==> src/rtl/uart_tx_arbiter_if.sv <==
// rtl/uart_tx_arbiter_if.sv - requester byte streams and UART transmitter handshake of uart_tx_arbiter
interface uart_tx_arbiter_if #(
    parameter int NUM_REQ   = 4,
    parameter int DATA_BITS = 8
);
    localparam int GW = (NUM_REQ > 1) ? $clog2(NUM_REQ) : 1;

    logic [NUM_REQ-1:0]           req_valid;
    logic [NUM_REQ*DATA_BITS-1:0] req_data;
    logic [NUM_REQ-1:0]           req_last;
    logic [NUM_REQ-1:0]           req_ready;
    logic [DATA_BITS-1:0]         tx_data;
    logic                         tx_start;
    logic                         tx_busy;
    logic [GW-1:0]                grant_id;
    logic                         active;

    modport master (
        output req_valid, req_data, req_last, tx_busy,
        input  req_ready, tx_data, tx_start, grant_id, active
    );

    modport slave (
        input  req_valid, req_data, req_last, tx_busy,
        output req_ready, tx_data, tx_start, grant_id, active
    );
endinterface

==> src/rtl/uart_tx_arbiter.sv <==
// rtl/uart_tx_arbiter.sv - round-robin, packet-locked sharing of one UART transmitter
// Define UART_ARB_HEADER_EN to prefix each packet with a {1, grant_id} header byte.
module uart_tx_arbiter #(
    parameter int NUM_REQ    = 4,
    parameter int DATA_BITS  = 8,
    parameter int GAP_CYCLES = 16
) (
    input  logic             clk,
    input  logic             reset,
    uart_tx_arbiter_if.slave bus
);
    localparam int GW  = (NUM_REQ > 1) ? $clog2(NUM_REQ) : 1;
    localparam int GCW = (GAP_CYCLES > 1) ? $clog2(GAP_CYCLES + 1) : 1;
`ifdef UART_ARB_HEADER_EN
    localparam logic [DATA_BITS-1:0] HDR_TOP = {1'b1, {(DATA_BITS-1){1'b0}}};
`endif

    typedef enum logic [2:0] {IDLE, HDR, SEND, WAIT_HI, WAIT_LO, GAP} state_t;

    state_t               state;
    logic [GW-1:0]        rr_ptr;
    logic [GW-1:0]        next_ptr;
    logic [GW-1:0]        win_hi;
    logic [GW-1:0]        win_lo;
    logic                 found_hi;
    logic                 found_lo;
    logic                 last;
    logic [1:0]           hi_cnt;
    logic [GCW-1:0]       gap_cnt;
    logic                 sel_valid;
    logic                 sel_last;
    logic [DATA_BITS-1:0] sel_data;
    logic [NUM_REQ-1:0]   sel_onehot;

    // Lowest valid index at or above rr_ptr wins; otherwise lowest valid index below it.
    always_comb begin
        win_hi   = '0;
        win_lo   = '0;
        found_hi = 1'b0;
        found_lo = 1'b0;
        for (int i = NUM_REQ - 1; i >= 0; i--) begin
            if (bus.req_valid[i]) begin
                if (GW'(i) >= rr_ptr) begin
                    win_hi   = GW'(i);
                    found_hi = 1'b1;
                end else begin
                    win_lo   = GW'(i);
                    found_lo = 1'b1;
                end
            end
        end
    end

    always_comb begin
        sel_valid  = 1'b0;
        sel_last   = 1'b0;
        sel_data   = '0;
        sel_onehot = '0;
        for (int i = 0; i < NUM_REQ; i++) begin
            if (bus.grant_id == GW'(i)) begin
                sel_valid     = bus.req_valid[i];
                sel_last      = bus.req_last[i];
                sel_data      = bus.req_data[i*DATA_BITS +: DATA_BITS];
                sel_onehot[i] = 1'b1;
            end
        end
    end

    assign next_ptr = (bus.grant_id == GW'(NUM_REQ - 1)) ? '0 : bus.grant_id + 1'b1;

    always_ff @(posedge clk) begin
        if (reset) begin
            state         <= IDLE;
            rr_ptr        <= '0;
            gap_cnt       <= '0;
            hi_cnt        <= '0;
            last          <= 1'b0;
            bus.req_ready <= '0;
            bus.tx_data   <= '0;
            bus.tx_start  <= 1'b0;
            bus.grant_id  <= '0;
            bus.active    <= 1'b0;
        end else begin
            bus.tx_start  <= 1'b0;
            bus.req_ready <= '0;
            case (state)
                IDLE: begin
                    if (found_hi || found_lo) begin
                        bus.grant_id <= found_hi ? win_hi : win_lo;
                        bus.active   <= 1'b1;
`ifdef UART_ARB_HEADER_EN
                        state        <= HDR;
`else
                        state        <= SEND;
`endif
                    end
                end
`ifdef UART_ARB_HEADER_EN
                HDR: begin
                    if (!bus.tx_busy) begin
                        bus.tx_start <= 1'b1;
                        bus.tx_data  <= HDR_TOP | DATA_BITS'(bus.grant_id);
                        last         <= 1'b0;
                        hi_cnt       <= '0;
                        state        <= WAIT_HI;
                    end
                end
`endif
                // Grant is held even while the owner's valid is low mid-packet.
                SEND: begin
                    if (!bus.tx_busy && sel_valid) begin
                        bus.tx_start  <= 1'b1;
                        bus.tx_data   <= sel_data;
                        bus.req_ready <= sel_onehot;
                        last          <= sel_last;
                        hi_cnt        <= '0;
                        state         <= WAIT_HI;
                    end
                end
                // A transmitter that never raises busy is treated as having finished the byte.
                WAIT_HI: begin
                    if (bus.tx_busy) begin
                        state <= WAIT_LO;
                    end else if (hi_cnt == 2'd3) begin
                        if (last) begin
                            state   <= GAP;
                            rr_ptr  <= next_ptr;
                            gap_cnt <= '0;
                        end else begin
                            state <= SEND;
                        end
                    end else begin
                        hi_cnt <= hi_cnt + 1'b1;
                    end
                end
                WAIT_LO: begin
                    if (!bus.tx_busy) begin
                        if (last) begin
                            state   <= GAP;
                            rr_ptr  <= next_ptr;
                            gap_cnt <= '0;
                        end else begin
                            state <= SEND;
                        end
                    end
                end
                // Occupies GAP_CYCLES cycles; 0 and 1 both leave after a single cycle.
                GAP: begin
                    if (int'(gap_cnt) >= GAP_CYCLES - 1) begin
                        state      <= IDLE;
                        bus.active <= 1'b0;
                        gap_cnt    <= '0;
                    end else begin
                        gap_cnt <= gap_cnt + 1'b1;
                    end
                end
                default: state <= IDLE;
            endcase
        end
    end
endmodule

==> src/flat_wrapper.sv <==
// flat-port wrapper written by rule: the top's interface ports become plain ports
module uart_tx_arbiter_flat 
#(
    parameter int NUM_REQ    = 4,
    parameter int DATA_BITS  = 8,
    parameter int GAP_CYCLES = 16
)
  (clk, reset, bus_req_valid, bus_req_data, bus_req_last, bus_tx_busy, bus_req_ready, bus_tx_data, bus_tx_start, bus_grant_id, bus_active);
  uart_tx_arbiter_if #(.NUM_REQ(NUM_REQ), .DATA_BITS(DATA_BITS)) bus_i ();
  input  logic clk;
  input  logic reset;
  input wire logic [$bits(bus_i.req_valid)-1:0] bus_req_valid;
  input wire logic [$bits(bus_i.req_data)-1:0] bus_req_data;
  input wire logic [$bits(bus_i.req_last)-1:0] bus_req_last;
  input wire logic [$bits(bus_i.tx_busy)-1:0] bus_tx_busy;
  output wire logic [$bits(bus_i.req_ready)-1:0] bus_req_ready;
  output wire logic [$bits(bus_i.tx_data)-1:0] bus_tx_data;
  output wire logic [$bits(bus_i.tx_start)-1:0] bus_tx_start;
  output wire logic [$bits(bus_i.grant_id)-1:0] bus_grant_id;
  output wire logic [$bits(bus_i.active)-1:0] bus_active;
  assign bus_i.req_valid = bus_req_valid;
  assign bus_i.req_data = bus_req_data;
  assign bus_i.req_last = bus_req_last;
  assign bus_i.tx_busy = bus_tx_busy;
  assign bus_req_ready = bus_i.req_ready;
  assign bus_tx_data = bus_i.tx_data;
  assign bus_tx_start = bus_i.tx_start;
  assign bus_grant_id = bus_i.grant_id;
  assign bus_active = bus_i.active;
  uart_tx_arbiter #(.NUM_REQ(NUM_REQ), .DATA_BITS(DATA_BITS), .GAP_CYCLES(GAP_CYCLES)) u_core (.clk(clk), .reset(reset), .bus(bus_i));
endmodule
==> config.mk <==
export PLATFORM = sky130hd
export DESIGN_NAME = uart_tx_arbiter_flat
export DESIGN_NICKNAME = d
export VERILOG_FILES = /design/src/rtl/uart_tx_arbiter_if.sv /design/src/rtl/uart_tx_arbiter.sv /design/src/flat_wrapper.sv
export SDC_FILE = /design/constraint.sdc
export NUM_CORES = 1
export LEC_CHECK = 0
export CAP_MARGIN = 20
export CORE_MARGIN = 2
export CORE_UTILIZATION = 49
export DETAILED_ROUTE_END_ITERATION = 7
export PLACE_DENSITY_LB_ADDON = 0.25
export SYNTH_ARGS = -nofsm -noshare
export SYNTH_HDL_FRONTEND = slang
export SYNTH_SLANG_ARGS = --single-unit
==> constraint.sdc <==
create_clock -name clk -period 3.93 [get_ports clk]
set_input_delay 0.5895 -clock clk [delete_from_list [all_inputs] [get_ports clk]]
set_output_delay 0.5895 -clock clk [all_outputs]
set_load 0.005 [all_outputs]
# Word-level counts from Yosys, hierarchy flattened
# Cells that the tools add are included.
# word_totals
n_memories	0
in_bits	43
out_inout_bits	16
rom_bits	0
latchBits	0
ff_bits	29
ram_bits	0
word_cells	131
# op_classes
n_mul	0
n_mux	77
n_bitwise	2
n_eq_ne	16
n_shift	0
div	0
order_cmp	5
n_addsub	3
n_reduce_logical	18
# op_table
cell	count
2-bit two-way mux	25
8-bit two-way mux	4
1-bit two-way mux	31
5-bit two-way mux	5
3-bit two-way mux	7
3-bit one-hot mux with 5 select lines	1
5-bit one-hot mux with 3 select lines	1
4-bit AND reduction	3
2-bit by 1-bit inequality test with 1-bit output, second input constant	4
2-bit one-hot mux with 2 select lines	2
2-bit == test, second input constant	3
3-bit by 2-bit == test with 1-bit output, second input constant	2
3-bit == test, second input constant	2
2-bit inequality test, second input constant	3
2-bit nonzero test	3
5-bit by 1-bit adder with 5-bit output, second input constant	1
5-bit by 4-bit greater-or-equal comparator with 1-bit output, second input constant	1
5-bit AND reduction	1
2-bit by 1-bit adder with 2-bit output, second input constant	2
1-bit by 2-bit greater-or-equal comparator with 1-bit output, first input constant	2
2-bit greater-or-equal comparator, first input constant	2
2-bit AND reduction	2
3-bit logical NOT	1
3-bit by 2-bit inequality test with 1-bit output, second input constant	1
11 further kinds	12

# Longest topological paths before layout
# Gate-level depths: netlist of run 1.
# logic_depth
ltp_word	12
depth_mapped	9

# Worst setup path before layout of run 1
# Ideal clock, no wire load.
# synth_timing
kind	register to register
from	register u_core.bus.grant_id[1]
to	register u_core.bus.tx_data[1]
arrival_time_ns	1.666
path_stages_with_launch	9
setup_time_ns	0.136
setup_slack_ns	2.129
t_required_ns	3.794
cell_sequence	dfxtp_1 inv_1 ha_1 buf_2 o21ai_1 nand3_4 buf_6 a221oi_2 nor3_1
# synth_via
elab_chain_len	7
elab_cells_between_ends	14
cone_classes	eq/ne: 3; mux: 8; reduce/logical: 3
# synth_lines
item	line	text
start: declaration	uart_tx_arbiter_if.sv:25	output req_ready, tx_data, tx_start, grant_id, active
start signal: assignment	uart_tx_arbiter.sv:89	bus.grant_id <= found_hi ? win_hi : win_lo;
2-bit logical NOT	uart_tx_arbiter.sv:60	if (bus.grant_id == GW'(i)) begin
1-bit two-way mux (4 in a row)	uart_tx_arbiter.sv:60	
1-bit logical AND	uart_tx_arbiter.sv:111	if (!bus.tx_busy && sel_valid) begin
2-bit AND reduction (no source line)	--	
end signal: assignment	uart_tx_arbiter.sv:113	bus.tx_data <= sel_data;
end: declaration	uart_tx_arbiter_if.sv:25	
# Parallel ways exist; a longest one is shown, timed or not.
# A chain may end at the register's enable or synchronous reset.

# Worst setup path in the final report of run 1
# layout_timing
from	register u_core.bus.grant_id[0]
to	register u_core.bus.tx_data[7]
# Same word-level chain as after synthesis.

==> results.txt, run 1 <==
Syn_nets - 272
Final setup violation count - 0
Failing checks - DRC
P_sw - 400.8 uW
# IOs - 59
Clk sinks - 29
Die Wd - 64.20 um
Critical path arrival - 2740 ps
CTS tree - done
Sequential area share after synthesis - 0.3270
PwrDens - 443.0 nW/um2
CP Max Fanout - 23
Worst Setup Path Type - flop to flop
Crit path max-delay cell type - ha_1
Area of the core - 3416 um2
Sw Share - 0.3770
Post-CTS setup buffer count - 0
Library cells used by synthesis - 46
Final slew viol count - 0
Post-DP HPWL - 3098 um
WHS Path Cells - 2
Design Power - 1.063 mW
Placed cells - 312
P_leak - 0.9116 nW
Htree depth - 2
Startpoint types - flop
Reg-to-Reg Start - u_core.bus.grant_id[0]$_SDFFE_PP0P_
DR vias/cell - 5.395
Initial drt markers - 73
Final hold viol count - 0
Site Rows - 21
GRT Residual Overflow - 0
Root Buffer - clkbuf_4
Routability Congestion - 0.8474
Initial antenna violation count - 0
Maximum clock frequency - 387.9 MHz
Worst EP required - 4090 ps
Crit path from - u_core.bus.grant_id[0]$_SDFFE_PP0P_
Vias in the first global route - 1528
Maxcap violations - 0
Initial Util - 0.5198
Post-Route Utilization - 0.7026
Filler Cells Inserted - 287
Share of layout cells above drive strength 1 - 0.06960
Internal power - 662.2 uW
FFs w/ async S/R, synth - 0
Crit path time final - 2578 ps
RSZ-0062 raised after global routing - false
HP Start - u_core.bus.active$_SDFFE_PP0P_
Design area - 2400 um2
Vias after detailed routing - 1721
Clock power frac - 0.169
Total track usage - 0.2097
ANT nets after route - 0
Skew final - 9.217 ps
Clk buf depth - 2
Max incr delay on CP - 760 ps
Num CTS Buffers - 5
Pre-antenna DRT Iters - 8
Clock-pin slew on the worst setup and hold paths - 90 ps
Min Hold Slack - 457.9 ps
Post-Synthesis Cells - 222
Hold Path Class - flop to flop
Nets@finish - 323
Setup TNS Final - 0 ps
Most frequent cells in the layout - clkdlybuf4s50_1 (58), dfxtp_1 (29), a21oi_1 (28)
Sequential Area - 580.6 um2
I/O Buffers - 58
Syn-to-layout area delta - 35.17%
#FFs+latches synth - 29
Residual DRC - 1
Worst Max-Slew Pin Slew - 1060 ps
Avg WL per Cell - 12.99 um
Non-Filler Instances - 319
Clk Latency, worst-skew pair - 320 ps
Top_reg_cell synth - dfxtp_1
Outcome - complete, but fails checks
Final Cycle Share - 0.6560
EDFF count, synth - 0
CTS Hold Bufs - 0
Syn Area/Cell - 7.998 um2
DIE HEIGHT - 64.20 um
Seq pwr share - 0.386
First-pass GRT wire length - 6906 um
Area of placed instances - 2345 um2
Combinational Power Share - 0.445
Post-CTS Resized - 0
Cell chain of the critical path - ha_1 > nor2_1 > a221oi_4 > nand3_4 > a221oi_1 > nor3_1
Mapped Area - 1775 um2
Final WL - 4145 um
Reg2reg path depth - 6
Max IR drop VDD - 0.0002783 V
Antenna diode count - 0
Most common cell after layout, fill and taps aside - clkdlybuf4s50_1
Slew margin rel. - 0.2911
Largest net degree at the start of global routing - 26
Footprint of the multi-input gates - 1028 um2
Final WS setup - 1352 ps
CP Capture Type - flop
Placement Setup Slack - 1376 ps
Die area - 4121 um2
Syn. warnings - 0
==> final timing paths <==
path                                   endpoint  slack, ps
max reg2reg  u_core.bus.tx_data[7]$_SDFFE_PP0N_       1350
max          u_core.bus.tx_data[7]$_SDFFE_PP0N_       1350
min reg2reg      u_core.bus.active$_SDFFE_PP0P_        460
min              u_core.bus.active$_SDFFE_PP0P_        460
==> Yosys cell counts (2+ instances only) <==
library cell,n,share of area
o22a_1,2,0.0099
nand3_1,4,0.011
nor2_1,20,0.042
nor3_1,4,0.011
o21ai_0,14,0.039
a31oi_1,4,0.014
dfxtp_1,29,0.33
a221oi_2,8,0.068
inv_1,26,0.055
nor2b_1,2,0.0070
a211o_1,3,0.015
nand2b_1,3,0.011
a21oi_1,28,0.079
nand4_1,2,0.0070
ha_1,7,0.049
nand3b_1,2,0.0085
clkbuf_1,8,0.017
and2_1,4,0.014
mux2i_1,3,0.017
nand2_1,18,0.038
buf_2,4,0.011
a221o_1,3,0.017
==> registers in the layout, summed over array words and instances (netlist names) <==
register              cells
u_core.gap_cnt            5
u_core.state              3
u_core.hi_cnt             2
u_core.bus.tx_start       1
u_core.bus.active         1
u_core.last               1
u_core.bus.req_ready      4
u_core.rr_ptr             2
u_core.bus.grant_id       2
u_core.bus.tx_data        8
==> metal layers <==
layer	wire [um]	share of wire	GRT usage
met5	0	0	0
met1	2016	0.49	0.2771
met3	203	0.049	0.05106
met2	1861	0.45	0.3333
met4	62	0.015	0.07181
==> power by group through the flow <==
stage / sequential (mW) / combinational [mW] / clock [mW]
6_report: 0.410 / 0.473 / 0.180
5_1_grt: 0.420 / 0.528 / 0.195
4_1_cts: 0.409 / 0.475 / 0.184
3_5_place_dp: 0.416 / 0.473 / 0
3_3_place_gp: 0.414 / 0.465 / 0
2_1_floorplan: 0.384 / 0.347 / 0
==> logic make-up after synthesis <==
group	Yosys count	synth area share
compound gates	76	0.3263
fa+ha+maj	7	0.04933
buf+inv	40	0.09373
flops	29	0.3270
mux	3	0.01691
simple gates	67	0.1868
==> critical path: cells and delay by family (launching register included) <==
family                     cells  cell delay [ps]
DFF                            1              420
adders and majority gates      1              760
AOI/OAI and AO/OA              2              700
and+or+nand+nor                3              540
==> layout make-up <==
| type | instances | area share |
|---|---|---|
| clock buffer | 7 | 0.02294 |
| inverter | 26 | 0.04067 |
| multi-input combinational | 153 | 0.4286 |
| sequential | 29 | 0.2419 |
| tap | 46 | 0.02398 |
| timing repair buffer | 58 | 0.2419 |
(Power assumes the default switching activity.)
==> inputs of run 2 (changes only) <==
CORE_UTILIZATION = 41   (was 49)
clock period = 2.1 ns   (was 3.93 ns; I/O delays follow)
==> run 2 against run 1 <==
Global-route usage down 1.4 points. Sequential power rose by 88%. Hold slack worse by 1.9 ps. Via count up 4.6%. Sequential share of layout area decreased by 1.3 points. Final cell count increased by 5.0%. The run now ends clean. Clock-buffer cell count did not move. Power is 110% higher. Final area up 6.0%. Core utilization shrank 8.0 points. Non-clock buffer count grew 12. Routed wire length is 12% higher.
==> results.txt, run 2 (synthesis results as in run 1) <==
Root Buffer - clkbuf_8 (was clkbuf_4)
Largest register FFs - 8 (unchanged)
Worst Hold Path EP - u_core.bus.active$_SDFFE_PP0P_ (unchanged)
Critical path arrival - 2170 ps (was 2740 ps)
Filler Cells Inserted - 370 (was 287)
Reg-to-Reg Start - u_core.bus.grant_id[1]$_SDFFE_PP0P_ (was u_core.bus.grant_id[0]$_SDFFE_PP0P_)
Residual DRC - 0 (was 1)
Die Wd - 69.81 um (was 64.20 um)
Final hold viol count - 0 (unchanged)
First-pass GRT wire length - 7838 um (was 6906 um)
Final Cycle Share - 0.9276 (was 0.6560)
Pre-antenna DRT Iters - 4 (was 8)
CP Max Fanout - 11 (was 23)
HP Start - u_core.bus.active$_SDFFE_PP0P_ (unchanged)
Initial drt markers - 87 (was 73)
Vias after detailed routing - 1800 (was 1721)
Initial antenna violation count - 0 (unchanged)
WHS Path Cells - 2 (unchanged)
Crit path time final - 1948 ps (was 2578 ps)
Clk buf depth - 2 (unchanged)
DR vias/cell - 5.373 (was 5.395)
Syn-to-layout area delta - 43.27% (was 35.17%)
Setup TNS Final - 0 ps (unchanged)
GRT Residual Overflow - 0 (unchanged)
Hold Path Class - flop to flop (unchanged)
# IOs - 59 (unchanged)
CP Capture Type - flop (unchanged)
Clk Latency, worst-skew pair - 280 ps (was 320 ps)
Final slew viol count - 0 (unchanged)
Worst path most repeated cell - nor2_1
Htree depth - 2 (unchanged)
Area of placed instances - 2452 um2 (was 2345 um2)
Final WL - 4640 um (was 4145 um)
Area of the core - 4086 um2 (was 3416 um2)
Max incr delay on CP - 420 ps (was 760 ps)
Avg WL per Cell - 13.85 um (was 12.99 um)
I/O Buffers - 58 (unchanged)
Slew margin rel. - 0.6850 (was 0.2911)
Reg2reg path depth - 7 (was 6)
Routability Congestion - 0.8312 (was 0.8474)
CTS tree - done (unchanged)
Largest net degree at the start of global routing - 26 (unchanged)
Reg-to-reg slack, setup - 150 ps (was 1350 ps)
Share of layout cells above drive strength 1 - 0.1158 (was 0.06960)
Cell chain of the critical path - ha_1 > nor2_1 > a221oi_4 > nand3_4 > buf_12 > nor2_1 > and2_1 (was ha_1 > nor2_1 > a221oi_4 > nand3_4 > a221oi_1 > nor3_1)
Reg-to-Reg End - u_core.bus.req_ready[0]$_SDFF_PP0_ (was u_core.bus.tx_data[7]$_SDFFE_PP0N_)
Placed cells - 328 (was 312)
ANT nets after route - 0 (unchanged)
Top reg by flops - u_core.bus.tx_data (unchanged)
Clock-pin slew on the worst setup and hold paths - 60 ps (was 90 ps)
Outcome - completed (was complete, but fails checks)
Biggest regs - u_core.bus.tx_data: 8 flops, u_core.gap_cnt: 5 flops, u_core.bus.req_ready: 4 flops (unchanged)
Vias in the first global route - 1659 (was 1528)
Die area - 4873 um2 (was 4121 um2)
Post-Route Utilization - 0.6225 (was 0.7026)
Final WS setup - 152.1 ps (was 1352 ps)
Most frequent cells in the layout - clkdlybuf4s50_1 (58), a21oi_1 (28), dfxtp_1 (28) (was clkdlybuf4s50_1 (58), dfxtp_1 (29), a21oi_1 (28))
Initial Util - 0.4345 (was 0.5198)
Placement Setup Slack - 57.56 ps (was 1376 ps)
RSZ-0062 raised after global routing - false (unchanged)
Total track usage - 0.1959 (was 0.2097)
Final setup violation count - 0 (unchanged)
Maximum clock frequency - 513.4 MHz (was 387.9 MHz)
Num CTS Buffers - 5 (unchanged)
Post-CTS setup buffer count - 0 (unchanged)
Worst Setup Path Type - flop to flop (unchanged)
Design area - 2544 um2 (was 2400 um2)
Nets@finish - 335 (was 323)
DIE HEIGHT - 69.81 um (was 64.20 um)
Crit path from - u_core.bus.grant_id[1]$_SDFFE_PP0P_ (was u_core.bus.grant_id[0]$_SDFFE_PP0P_)
Clk sinks - 29 (unchanged)
Worst EP required - 2320 ps (was 4090 ps)
Antenna diode count - 0 (unchanged)
Startpoint types - flop (unchanged)
Worst Max-Slew Pin Slew - 471.9 ps (was 1060 ps)
Max IR drop VDD - 0.0004468 V (was 0.0002783 V)
Crit path max-delay cell type - dfxtp_1 (was ha_1)
Post-DP HPWL - 3562 um (was 3098 um)
Site Rows - 23 (was 21)
Skew final - 3.669 ps (was 9.217 ps)
Non-Filler Instances - 335 (was 319)
P_leak - 0.9910 nW (was 0.9116 nW)
PwrDens - 860.0 nW/um2 (was 443.0 nW/um2)
CTS Hold Bufs - 0 (unchanged)
Maxcap violations - 0 (unchanged)
Most common cell after layout, fill and taps aside - clkdlybuf4s50_1 (unchanged)
[run 2: worst max-delay path by stage]
stage,end,depth (start not counted),slack (ps)
after CTS,u_core.bus.req_ready[0]$_SDFF_PP0_,8,110
final,u_core.bus.req_ready[0]$_SDFF_PP0_,7,150
after floorplan,u_core.bus.tx_data[1]$_SDFFE_PP0N_,8,300
after detailed placement,u_core.bus.req_ready[0]$_SDFF_PP0_,7,60
after global placement,u_core.state[2]$_SDFFE_PP0P_,7,110
after global routing,u_core.bus.req_ready[0]$_SDFF_PP0_,7,20
[run 2: where the power goes]
group | internal (mW) | total (mW) | switching [mW]
logic | 0.494 | 0.958 | 0.464
registers | 0.647 | 0.772 | 0.125
clock network | 0.259 | 0.457 | 0.198
total | 1.40 | 2.19 | 0.788
[run 2: per-stage QoR]
step / power, mW / hold slack, ps
detailed placement: 1.732 / 449.5
floorplan: 1.369 / 447.3
global placement: 1.714 / 442.2
global route: 2.350 / 467.9
finish: 2.188 / 456.0
CTS: 2.195 / 457.7
[run 2: layout make-up]
class	count	area, um2	area share
inverter	26	97.59	0.03837
sequential	29	581.8	0.2287
timing repair buffer	70	683.2	0.2686
tap	50	62.56	0.02459
multi-input combinational	153	1032	0.4058
clock buffer	7	86.33	0.03394
[run 2: what timing repair did]
action                     in CTS  in global routing
hold endpoints to repair        0                  0
gates resized for setup         0                  2
setup endpoints to repair       0                  8
[run 2: critical path: cells and delay by family (launching register included)]
kind	cells	cell delay (ps)
flops	1	420
simple gates	4	650
compound gates	1	310
fa+ha+maj	1	330
buf+inv	1	190
[run 2: metal layers]
layer	global-route usage	vias to the layer above	share of wire
li1	-	913	-
met1	0.2458	819	0.45
met2	0.3206	60	0.47
met3	0.05523	8	0.066
met4	0.06838	0	0.018
met5	0	-	0
